--- src/rtl/tron_fetch_pkg.sv ---
// tron_fetch_pkg -- shared types and constants for the TRON instruction fetch unit.
//   fetch_state_e : fetch FSM states (IDLE, REQ, WAIT, DROP)
//   NOP           : instruction presented to the core when the buffer is empty
//   DEFAULT_DEPTH : default instruction-buffer depth
//   pc_inc        : 16-bit PC increment, wrapping FFFF -> 0000
package tron_fetch_pkg;

   typedef enum logic [1:0] {
      ST_IDLE = 2'd0,
      ST_REQ  = 2'd1,
      ST_WAIT = 2'd2,
      ST_DROP = 2'd3
   } fetch_state_e;

   localparam logic [15:0] NOP           = 16'h0000;
   localparam int          DEFAULT_DEPTH = 2;

   function automatic logic [15:0] pc_inc(input logic [15:0] pc);
      return pc + 16'd1;
   endfunction

endpackage

--- src/rtl/tron_fetch_fifo.sv ---
// tron_fetch_fifo -- instruction buffer for the fetch unit.
// Ports:
//   clk, reset  : clock, asynchronous active-high reset
//   flush       : empties the buffer; wins over push/pop in the same cycle
//   push, wdata : write an entry (ignored when full)
//   pop         : retire the head entry (ignored when empty)
//   rdata       : head entry, NOP when empty
//   full, empty : occupancy flags
//   count       : number of valid entries
// DEPTH must be a power of two so the pointers wrap naturally.
module tron_fetch_fifo
   import tron_fetch_pkg::*;
#(
   parameter int DEPTH = DEFAULT_DEPTH,
   parameter int WIDTH = 16
) (
   input  logic                     clk,
   input  logic                     reset,
   input  logic                     flush,
   input  logic                     push,
   input  logic [WIDTH-1:0]         wdata,
   input  logic                     pop,
   output logic [WIDTH-1:0]         rdata,
   output logic                     full,
   output logic                     empty,
   output logic [$clog2(DEPTH):0]   count
);

   localparam int              AW       = $clog2(DEPTH);
   localparam logic [AW:0]     FULL_CNT = (AW+1)'(DEPTH);

   logic [WIDTH-1:0] mem [DEPTH];
   logic [AW-1:0]    wr_ptr;
   logic [AW-1:0]    rd_ptr;
   logic             do_push;
   logic             do_pop;

   assign do_push = push && !full;
   assign do_pop  = pop && !empty;

   always_ff @(posedge clk or posedge reset) begin
      if (reset) begin
         wr_ptr <= '0;
         rd_ptr <= '0;
         count  <= '0;
      end else if (flush) begin
         wr_ptr <= '0;
         rd_ptr <= '0;
         count  <= '0;
      end else begin
         if (do_push) wr_ptr <= wr_ptr + 1'b1;
         if (do_pop)  rd_ptr <= rd_ptr + 1'b1;
         case ({do_push, do_pop})
            2'b10:   count <= count + 1'b1;
            2'b01:   count <= count - 1'b1;
            default: ;  // idle, or push+pop leaves occupancy unchanged
         endcase
      end
   end

   // Storage needs no reset: entries are only visible through count.
   always_ff @(posedge clk) begin
      if (do_push && !flush) mem[wr_ptr] <= wdata;
   end

   assign full  = (count == FULL_CNT);
   assign empty = (count == '0);
   assign rdata = empty ? NOP : mem[rd_ptr];

endmodule

--- src/rtl/tron_fetch_unit.sv ---
// tron_fetch_unit -- instruction fetch front end for the TRON core.
// Keeps a small instruction buffer topped up from a request/grant/rvalid memory
// port with at most one read outstanding, and handles redirects (pc_load).
// Ports:
//   clk, reset                 : clock, asynchronous active-high reset
//   pc_in, pc_load             : redirect target and strobe
//   mem_req, mem_addr          : read request and word address (= fetch_pc)
//   mem_gnt                    : request accepted this cycle
//   mem_rvalid, mem_rdata      : read response
//   instruction, instr_valid   : buffer head to the core (NOP when empty)
//   instr_ready                : core consumes the head this cycle
// Optional: define TRON_FETCH_PERF_EN to add saturating counters
//   fetch_cnt (buffer pushes) and stall_cnt (ready while starved).
module tron_fetch_unit
   import tron_fetch_pkg::*;
#(
   parameter int          DEPTH    = DEFAULT_DEPTH,
   parameter logic [15:0] RESET_PC = 16'h0000
) (
   input  logic        clk,
   input  logic        reset,
   input  logic [15:0] pc_in,
   input  logic        pc_load,
   output logic        mem_req,
   output logic [15:0] mem_addr,
   input  logic        mem_gnt,
   input  logic        mem_rvalid,
   input  logic [15:0] mem_rdata,
   output logic [15:0] instruction,
   output logic        instr_valid,
   input  logic        instr_ready
`ifdef TRON_FETCH_PERF_EN
  ,output logic [15:0] fetch_cnt,
   output logic [15:0] stall_cnt
`endif
);

   localparam int          AW       = $clog2(DEPTH);
   localparam logic [AW:0] DEPTH_C  = (AW+1)'(DEPTH);
   localparam logic [AW:0] DEPTH_M1 = (AW+1)'(DEPTH - 1);

   fetch_state_e state;
   logic [15:0]  fetch_pc;
   logic [AW:0]  buf_count;
   logic         buf_full;
   logic         buf_empty;
   logic         push;
   logic         pop;
   logic         space_after_push;

   // Responses are only accepted while a request is genuinely outstanding;
   // a redirect in the same cycle throws the data away.
   assign push = (state == ST_WAIT) && mem_rvalid && !pc_load && !buf_full;
   assign pop  = instr_valid && instr_ready && !pc_load;

   // Occupancy after this cycle's push is count+1-pop; room remains when
   // that is below DEPTH.
   assign space_after_push = pop || (buf_count < DEPTH_M1);

   assign instr_valid = !buf_empty;
   assign mem_addr    = fetch_pc;

   tron_fetch_fifo #(
      .DEPTH (DEPTH),
      .WIDTH (16)
   ) u_fifo (
      .clk   (clk),
      .reset (reset),
      .flush (pc_load),
      .push  (push),
      .wdata (mem_rdata),
      .pop   (pop),
      .rdata (instruction),
      .full  (buf_full),
      .empty (buf_empty),
      .count (buf_count)
   );

   // Fetch FSM. mem_req is registered and set exactly when entering/staying in REQ.
   always_ff @(posedge clk or posedge reset) begin
      if (reset) begin
         state    <= ST_IDLE;
         fetch_pc <= RESET_PC;
         mem_req  <= 1'b0;
      end else begin
         mem_req <= 1'b0;
         case (state)
            ST_IDLE: begin
               if (pc_load) begin
                  fetch_pc <= pc_in;
                  state    <= ST_REQ;
                  mem_req  <= 1'b1;
               end else if (buf_count < DEPTH_C) begin
                  state    <= ST_REQ;
                  mem_req  <= 1'b1;
               end
            end

            ST_REQ: begin
               if (pc_load) begin
                  fetch_pc <= pc_in;
                  if (mem_gnt) begin
                     // The granted read is now stale; its data must be eaten.
                     state <= ST_DROP;
                  end else begin
                     state   <= ST_REQ;
                     mem_req <= 1'b1;
                  end
               end else if (mem_gnt) begin
                  fetch_pc <= pc_inc(fetch_pc);
                  state    <= ST_WAIT;
               end else begin
                  mem_req  <= 1'b1;
               end
            end

            ST_WAIT: begin
               if (pc_load) begin
                  fetch_pc <= pc_in;
                  if (mem_rvalid) begin
                     // The stale response retires in this very cycle, so
                     // nothing is left to drop.
                     state   <= ST_REQ;
                     mem_req <= 1'b1;
                  end else begin
                     state   <= ST_DROP;
                  end
               end else if (mem_rvalid) begin
                  if (space_after_push) begin
                     state   <= ST_REQ;
                     mem_req <= 1'b1;
                  end else begin
                     state   <= ST_IDLE;
                  end
               end
            end

            ST_DROP: begin
               if (pc_load) fetch_pc <= pc_in;
               if (mem_rvalid) begin
                  state   <= ST_REQ;
                  mem_req <= 1'b1;
               end
            end

            default: begin
               state <= ST_IDLE;
            end
         endcase
      end
   end

`ifdef TRON_FETCH_PERF_EN
   always_ff @(posedge clk or posedge reset) begin
      if (reset) begin
         fetch_cnt <= '0;
         stall_cnt <= '0;
      end else begin
         if (push && (fetch_cnt != 16'hFFFF))
            fetch_cnt <= fetch_cnt + 16'd1;
         if (instr_ready && !instr_valid && (stall_cnt != 16'hFFFF))
            stall_cnt <= stall_cnt + 16'd1;
      end
   end
`endif

endmodule

--- config.mk ---
export PLATFORM = sky130hd
export DESIGN_NAME = tron_fetch_unit
export DESIGN_NICKNAME = d
export VERILOG_FILES = /design/src/rtl/tron_fetch_pkg.sv /design/src/rtl/tron_fetch_fifo.sv /design/src/rtl/tron_fetch_unit.sv
export SDC_FILE = /design/constraint.sdc
export NUM_CORES = 1
export LEC_CHECK = 0
export ABC_CLOCK_PERIOD_IN_PS = 3200
export BUFFER_PORTS_ARGS = -buffer_cell sky130_fd_sc_hd__buf_4
export CAP_MARGIN = 0
export CORE_UTILIZATION = 52
export DETAILED_ROUTE_END_ITERATION = 12
export PLACE_DENSITY = 0.87
export SYNTH_ARGS = -nofsm -noshare
export SYNTH_HDL_FRONTEND = slang
export SYNTH_SLANG_ARGS = --single-unit
--- constraint.sdc ---
create_clock -name clk -period 3.2 [get_ports clk]
set_clock_uncertainty 0.05 [all_clocks]
set_input_delay 0.16 -clock clk [delete_from_list [all_inputs] [get_ports clk]]
set_output_delay 0.16 -clock clk [all_outputs]
set_load 0.05 [all_outputs]
---- Word-level counts from Yosys, hierarchy flattened ----
Memories as Yosys holds them, arrays and structs flattened.
Cells that the tools add are included.
storage, ports and cells
  register bits ........................... 23
  latch bits .............................. 0
  bits in writable memories ............... 32
  memory bits (read-only) ................. 0
  input port bits ......................... 38
  output and inout port bits .............. 34
  word-level logic and storage cells ...... 77
  memories kept ........................... 1
cells by class
  add/subtract/negate cells ............... 5
  multipliers ............................. 0
  div/mod/pow operators ................... 0
  $lt $le $gt $ge ......................... 2
  equal/unequal tests ..................... 11
  shifts and indexed selects .............. 0
  muxes and demuxes ....................... 32
  bitwise operators ....................... 0
  reductions and logical operators ........ 20
memory list
  name        depth  bits a word  rd ports  clocked after Yosys merged registers in  write ports  line                   text
  u_fifo.mem  2      16           1         0                                        1            tron_fetch_fifo.sv:32  logic [WIDTH-1:0] mem [DEPTH];
operator list
  kind                                                                      number
  16-bit two-way mux                                                        4
  16-bit one-hot mux with 2 select lines                                    1
  2-bit two-way mux                                                         10
  16-bit by 1-bit adder with 16-bit output (second input constant)          1
  1-bit two-way mux                                                         14
  3-bit inequality test (second input constant)                             3
  2-bit equality test (second input constant)                               4
  1-bit logical AND                                                         8
  2-bit one-hot mux with 4 select lines                                     1
  2-bit by 1-bit equality test with 1-bit output (second input constant)    2
  2-bit zero test                                                           2
  1-bit one-hot mux with 4 select lines                                     1
  2-bit one-hot mux with 2 select lines                                     1
  4-bit AND reduction                                                       1
  2-bit nonzero test                                                        2
  1-bit zero test                                                           3
  3-bit nonzero test                                                        1
  3-bit OR reduction                                                        1
  1-bit adder (second input constant)                                       2
  2-bit by 1-bit adder with 2-bit output (second input constant)            1
  2-bit by 1-bit < comparator with 1-bit output (second input constant)     1
  2-bit < comparator (second input constant)                                1
  2-bit by 1-bit inequality test with 1-bit output (second input constant)  1
  2-bit inequality test (second input constant)                             1
  other kinds (3)                                                           3

---- Longest topological paths before layout ----
  depth in word-level cells ............... 9
  gate-level depth with buffers ........... 7
  gate-level depth less buffers ........... 6

---- By module ----
A second synthesis with hierarchy kept.
unflattened totals
  cells, all modules ...................... 226
  area total of the unflattened synthesis .. 2,610.0 sq um
modules (own cells, without submodules)
  module           times used  cells each  area each (sq um)  seq. area each (sq um)
  tron_fetch_fifo  1           94          1,433.9            1,061.0
  tron_fetch_unit  1           132         1,176.1            475.5

---- Worst setup path before layout ----
Ideal clock, no wire load.
  path kind ............................... register to register
  start ................................... register state[0]
  end ..................................... memory u_fifo.mem[0][0], enable pin
  library setup time ...................... 0.391 ns
  data arrival time ....................... 1.820 ns
  data required time ...................... 2.759 ns
  setup slack ............................. 0.938 ns
  stages on the path, launching flop included .. 5
  buffers on the path ..................... 0
  clock period less this slack ............ 2.262 ns
  path through ............................ dfrtp_1 inv_1 ha_1 and4bb_1 nor2b_1
between the ends
  cells in the longest elaborated chain, start to end .. 8
RTL lines
  element                                  line                   text
  start, declared                          tron_fetch_unit.sv:42  fetch_state_e state;
  start signal, assigned                   tron_fetch_unit.sv:82  state <= ST_IDLE;
  start signal, assigned                   tron_fetch_unit.sv:91  state <= ST_REQ;
  start signal, assigned                   tron_fetch_unit.sv:94  state <= ST_REQ;
  2-bit equality test                      tron_fetch_unit.sv:53  assign push = (state == ST_WAIT) && mem_rvalid && !pc_load && !buf_full;
  1-bit logical AND (3 in a row)           tron_fetch_unit.sv:53
  1-bit logical AND                        tron_fetch_fifo.sv:38  assign do_push = push && !full;
  1-bit logical AND                        tron_fetch_fifo.sv:63  if (do_push && !flush) mem[wr_ptr] <= wdata;
  1-bit two-way mux                        tron_fetch_fifo.sv:63
  1-bit two-way mux (not written as such)  tron_fetch_fifo.sv:63
  end, declared                            tron_fetch_fifo.sv:32
Every way passes these cells.

---- Worst setup path after layout ----
  start ................................... register state[0]
  end ..................................... memory u_fifo.mem[1][11], enable pin
Same word-level chain as after synthesis.

==> impl_metrics.tcl <==
set metrics [dict create \
    run_status "complete, but fails checks" \
    rr_startpoint "state[0]$_DFFE_PP0P_" \
    timing.final.hold_violations 19 \
    timing.setup.critical_path_class "reg2reg" \
    sinks_on_clock_net 55 \
    worst-path-max-fanout 16 \
    final_net_count 358 \
    placement.setup.worst_slack_ps 1030 \
    clk-insertion-delay-late_ps 310 \
    die_area_mm2 0.00538 \
    cellPowerDensity_mw_per_mm2 745 \
    timing.final.max_slew_violations 0 \
    num_antenna_cells 0 \
    synth_sequential_area_ratio_pct 58.0 \
    detailroute.via_count 2021 \
    vdd_drop_max_mv 0.419 \
    hold_crit_class "in2async" \
    violated_checks "negative hold slack" \
    synth.lib_cells_used.distinct 44 \
    synth_top_flop_cell "sky130_fd_sc_hd__edfxtp_1" \
    rr_worst_depth 4 \
    start_util_pct 55.0 \
    timing.final.ws_setup_ps 1020 \
    num-fill-cells 328 \
    mappedNetlistNets 270 \
    async_reset_ff_share_pct 41.8 \
    syn_area_per_cell_um2 11.8 \
    io-pin-count 72 \
    max-clock-path-buffers 2 \
    layout-drive-gt1-share_pct 28.1 \
    critPathRequiredTime_ps 3100 \
    post_drt_wl_per_cell_um 14.8 \
    number_of_antenna_violations_at_the_first_check_in_global_routing 0 \
    initialDrtViolationCount 107 \
    post_synth_inst_count 224 \
    cts_max_level 2 \
    clk_pin_slew_worst_paths_ps 110 \
    setup_total_negative_slack_ps 0 \
    ff2ff_setup_slack_ps 1020 \
    placement.io_buffers 71 \
    dpl.hpwl_mm 3.70 \
    die_h_um 73.4 \
    ctsRootBufferMaster "sky130_fd_sc_hd__clkbuf_8" \
    vias_per_cell 5.32 \
    drc 0 \
    critical_path_arrival_ps 2080 \
    power.static_leakage_uw 0.00144 \
    first_global_vias 1966 \
    end_kind "register" \
    fmax_mhz 458 \
    setup_viol 0 \
    rows 25 \
    cts_buffers 5 \
    grt_remaining_overflow 0 \
    timing.slew.headroom_pct 39.8 \
    cts_tree "yes" \
    grt_first_pass_wirelength_mm 9.13 \
    period_share_pct 68.2 \
    tightestPinTransition_ps 903 \
    r2r_endpoint "u_fifo.mem[1][11]$_DFFE_PP_" \
    setup.worst_path.start_class "register" \
    route.antenna.remaining_nets 0 \
    hold_slack_ps -10.3 \
    design.core.area_mm2 0.00482 \
    global_route.usage.total_pct 22.9 \
    final_period_minus_worst_setup_slack_ps 2180 \
    drt_first_pass_iters 4 \
    synth_area_mm2 0.00265 \
    yosys_register_bits 55 \
    synthesis.yosys.warnings 0 \
    cap_viol_max_count 0 \
    cts.repair_timing.setup_buffer_count 0 \
    grt_max_degree 41 \
    synth_enable_flop_cells 32 \
    place.gp.congestion 0.834 \
    layout-area-overhead-vs-synth_pct 32.0 \
    floorplan.die.width_um 73.4 \
    finalWirelength_mm 5.63 \
    rsz0062_at_grt "false" \
]
[power breakdown]
part           internal, µW  switching [µW]  leakage [µW]
combinational           443             831      0.000821
sequential              822             109      0.000571
clock                   160             238     0.0000452
[flip-flops by register name, indices dropped and copies added, names as in the netlist]
signal         count
state              2
u_fifo.count       2
u_fifo.wr_ptr      1
mem_addr          16
u_fifo.mem        32
mem_req            1
u_fifo.rd_ptr      1
[repair_timing]
| action | in CTS | in global routing |
|---|---|---|
| gates resized for setup | 0 | 0 |
| endpoints found under the setup margin | 0 | 0 |
| hold buffers | 17 | 0 |
| hold endpoints to repair | 33 | 0 |
[worst max path at each step]
stage	end	slack (ps)	start
finish	u_fifo.mem[1][11]$_DFFE_PP_	1020	state[0]$_DFFE_PP0P_
global route	u_fifo.mem[1][11]$_DFFE_PP_	870	state[0]$_DFFE_PP0P_
CTS	u_fifo.mem[1][11]$_DFFE_PP_	1010	state[0]$_DFFE_PP0P_
detailed placement	u_fifo.mem[1][9]$_DFFE_PP_	1030	state[0]$_DFFE_PP0P_
global placement	u_fifo.mem[1][4]$_DFFE_PP_	1120	state[0]$_DFFE_PP0P_
floorplan	u_fifo.mem[0][0]$_DFFE_PP_	940	state[0]$_DFFE_PP0P_
[per-layer routing]
layer | GRT usage (%) | part of all wire [%]
met1 | 27.5 | 41
met2 | 40.4 | 52
met3 | 4.39 | 4.7
met4 | 9.19 | 1.8
met5 | 0 | 0
[through the flow]
stage	utilization (%)	instance area [µm²]	total power [µW]	std cells
finish	72.5	3490	2600	380
global route	72.5	3490	2740	380
CTS	72.5	3490	2600	380
detailed placement	67.1	3230	2190	355
global placement	67.1	3230	2170	355
floorplan	-	2650	1850	224
[kinds of logic after synthesis]
kind of cell	after synthesis	share of synthesized area, %
simple gates	77	15.4
flops	55	58.0
compound gates	29	6.95
buf+inv	20	3.26
mux	20	7.66
xor+xnor	15	4.96
fa+ha+maj	8	3.78
[cell type report]
class	instances	area [µm²]	share of cell area [%]
clock buffers	5	68.8	1.97
well taps	67	83.8	2.40
inverters	12	45.0	1.29
flip-flops and latches	55	1540	44.0
clock inverters	3	25.0	0.716
multi-input cells	149	1020	29.3
repair buffers	89	711	20.3
[cell usage after synthesis (2+ instances only)]
cell type                  number  area share [%]
sky130_fd_sc_hd__edfxtp_1      32              36
sky130_fd_sc_hd__dfrtp_1       23              22
sky130_fd_sc_hd__nor2_1        21             3.0
sky130_fd_sc_hd__nand2_1       19             2.7
sky130_fd_sc_hd__mux2i_1       18             6.8
sky130_fd_sc_hd__o21ai_0       15             2.8
sky130_fd_sc_hd__inv_1         12             1.7
sky130_fd_sc_hd__xnor2_1       11             3.6
sky130_fd_sc_hd__ha_1           8             3.8
sky130_fd_sc_hd__nand3_1        8             1.5
sky130_fd_sc_hd__and3_1         4            0.95
sky130_fd_sc_hd__clkbuf_1       4            0.57
sky130_fd_sc_hd__nand4_1        4            0.95
sky130_fd_sc_hd__nor4_1         4            0.95
sky130_fd_sc_hd__xor2_1         4             1.3
sky130_fd_sc_hd__buf_2          3            0.57
sky130_fd_sc_hd__nor2b_1        3            0.71
sky130_fd_sc_hd__nor3_1         3            0.57
sky130_fd_sc_hd__and2_1         2            0.47
sky130_fd_sc_hd__mux2_2         2            0.85
[placed cells by master, fill, tap and decap left out, types with 2 or more instances in the layout]
master	count
sky130_fd_sc_hd__mux2i_1	18
sky130_fd_sc_hd__edfxtp_1	32
sky130_fd_sc_hd__and2_1	2
sky130_fd_sc_hd__nand2_1	19
sky130_fd_sc_hd__nor4_1	4
sky130_fd_sc_hd__xnor2_1	11
sky130_fd_sc_hd__dfrtp_1	23
sky130_fd_sc_hd__ha_1	8
sky130_fd_sc_hd__nor2_1	21
sky130_fd_sc_hd__nand4_1	4
sky130_fd_sc_hd__buf_4	72
sky130_fd_sc_hd__dlygate4sd3_1	17
sky130_fd_sc_hd__mux2_2	2
sky130_fd_sc_hd__o21ai_0	15
sky130_fd_sc_hd__and3_1	4
sky130_fd_sc_hd__nor3_1	3
sky130_fd_sc_hd__xor2_1	4
sky130_fd_sc_hd__nor2b_1	3
sky130_fd_sc_hd__inv_1	12
sky130_fd_sc_hd__nand3_1	8
sky130_fd_sc_hd__inv_6	2
sky130_fd_sc_hd__clkbuf_8	5
[critical path, stage by stage, from the launching register on]
cell,delay (ps)
sky130_fd_sc_hd__dfrtp_1,420
sky130_fd_sc_hd__inv_1,110
sky130_fd_sc_hd__ha_1,250
sky130_fd_sc_hd__and4bb_1,330
sky130_fd_sc_hd__and2_1,650
No activity file was read; power rests on OpenSTA's default activity.
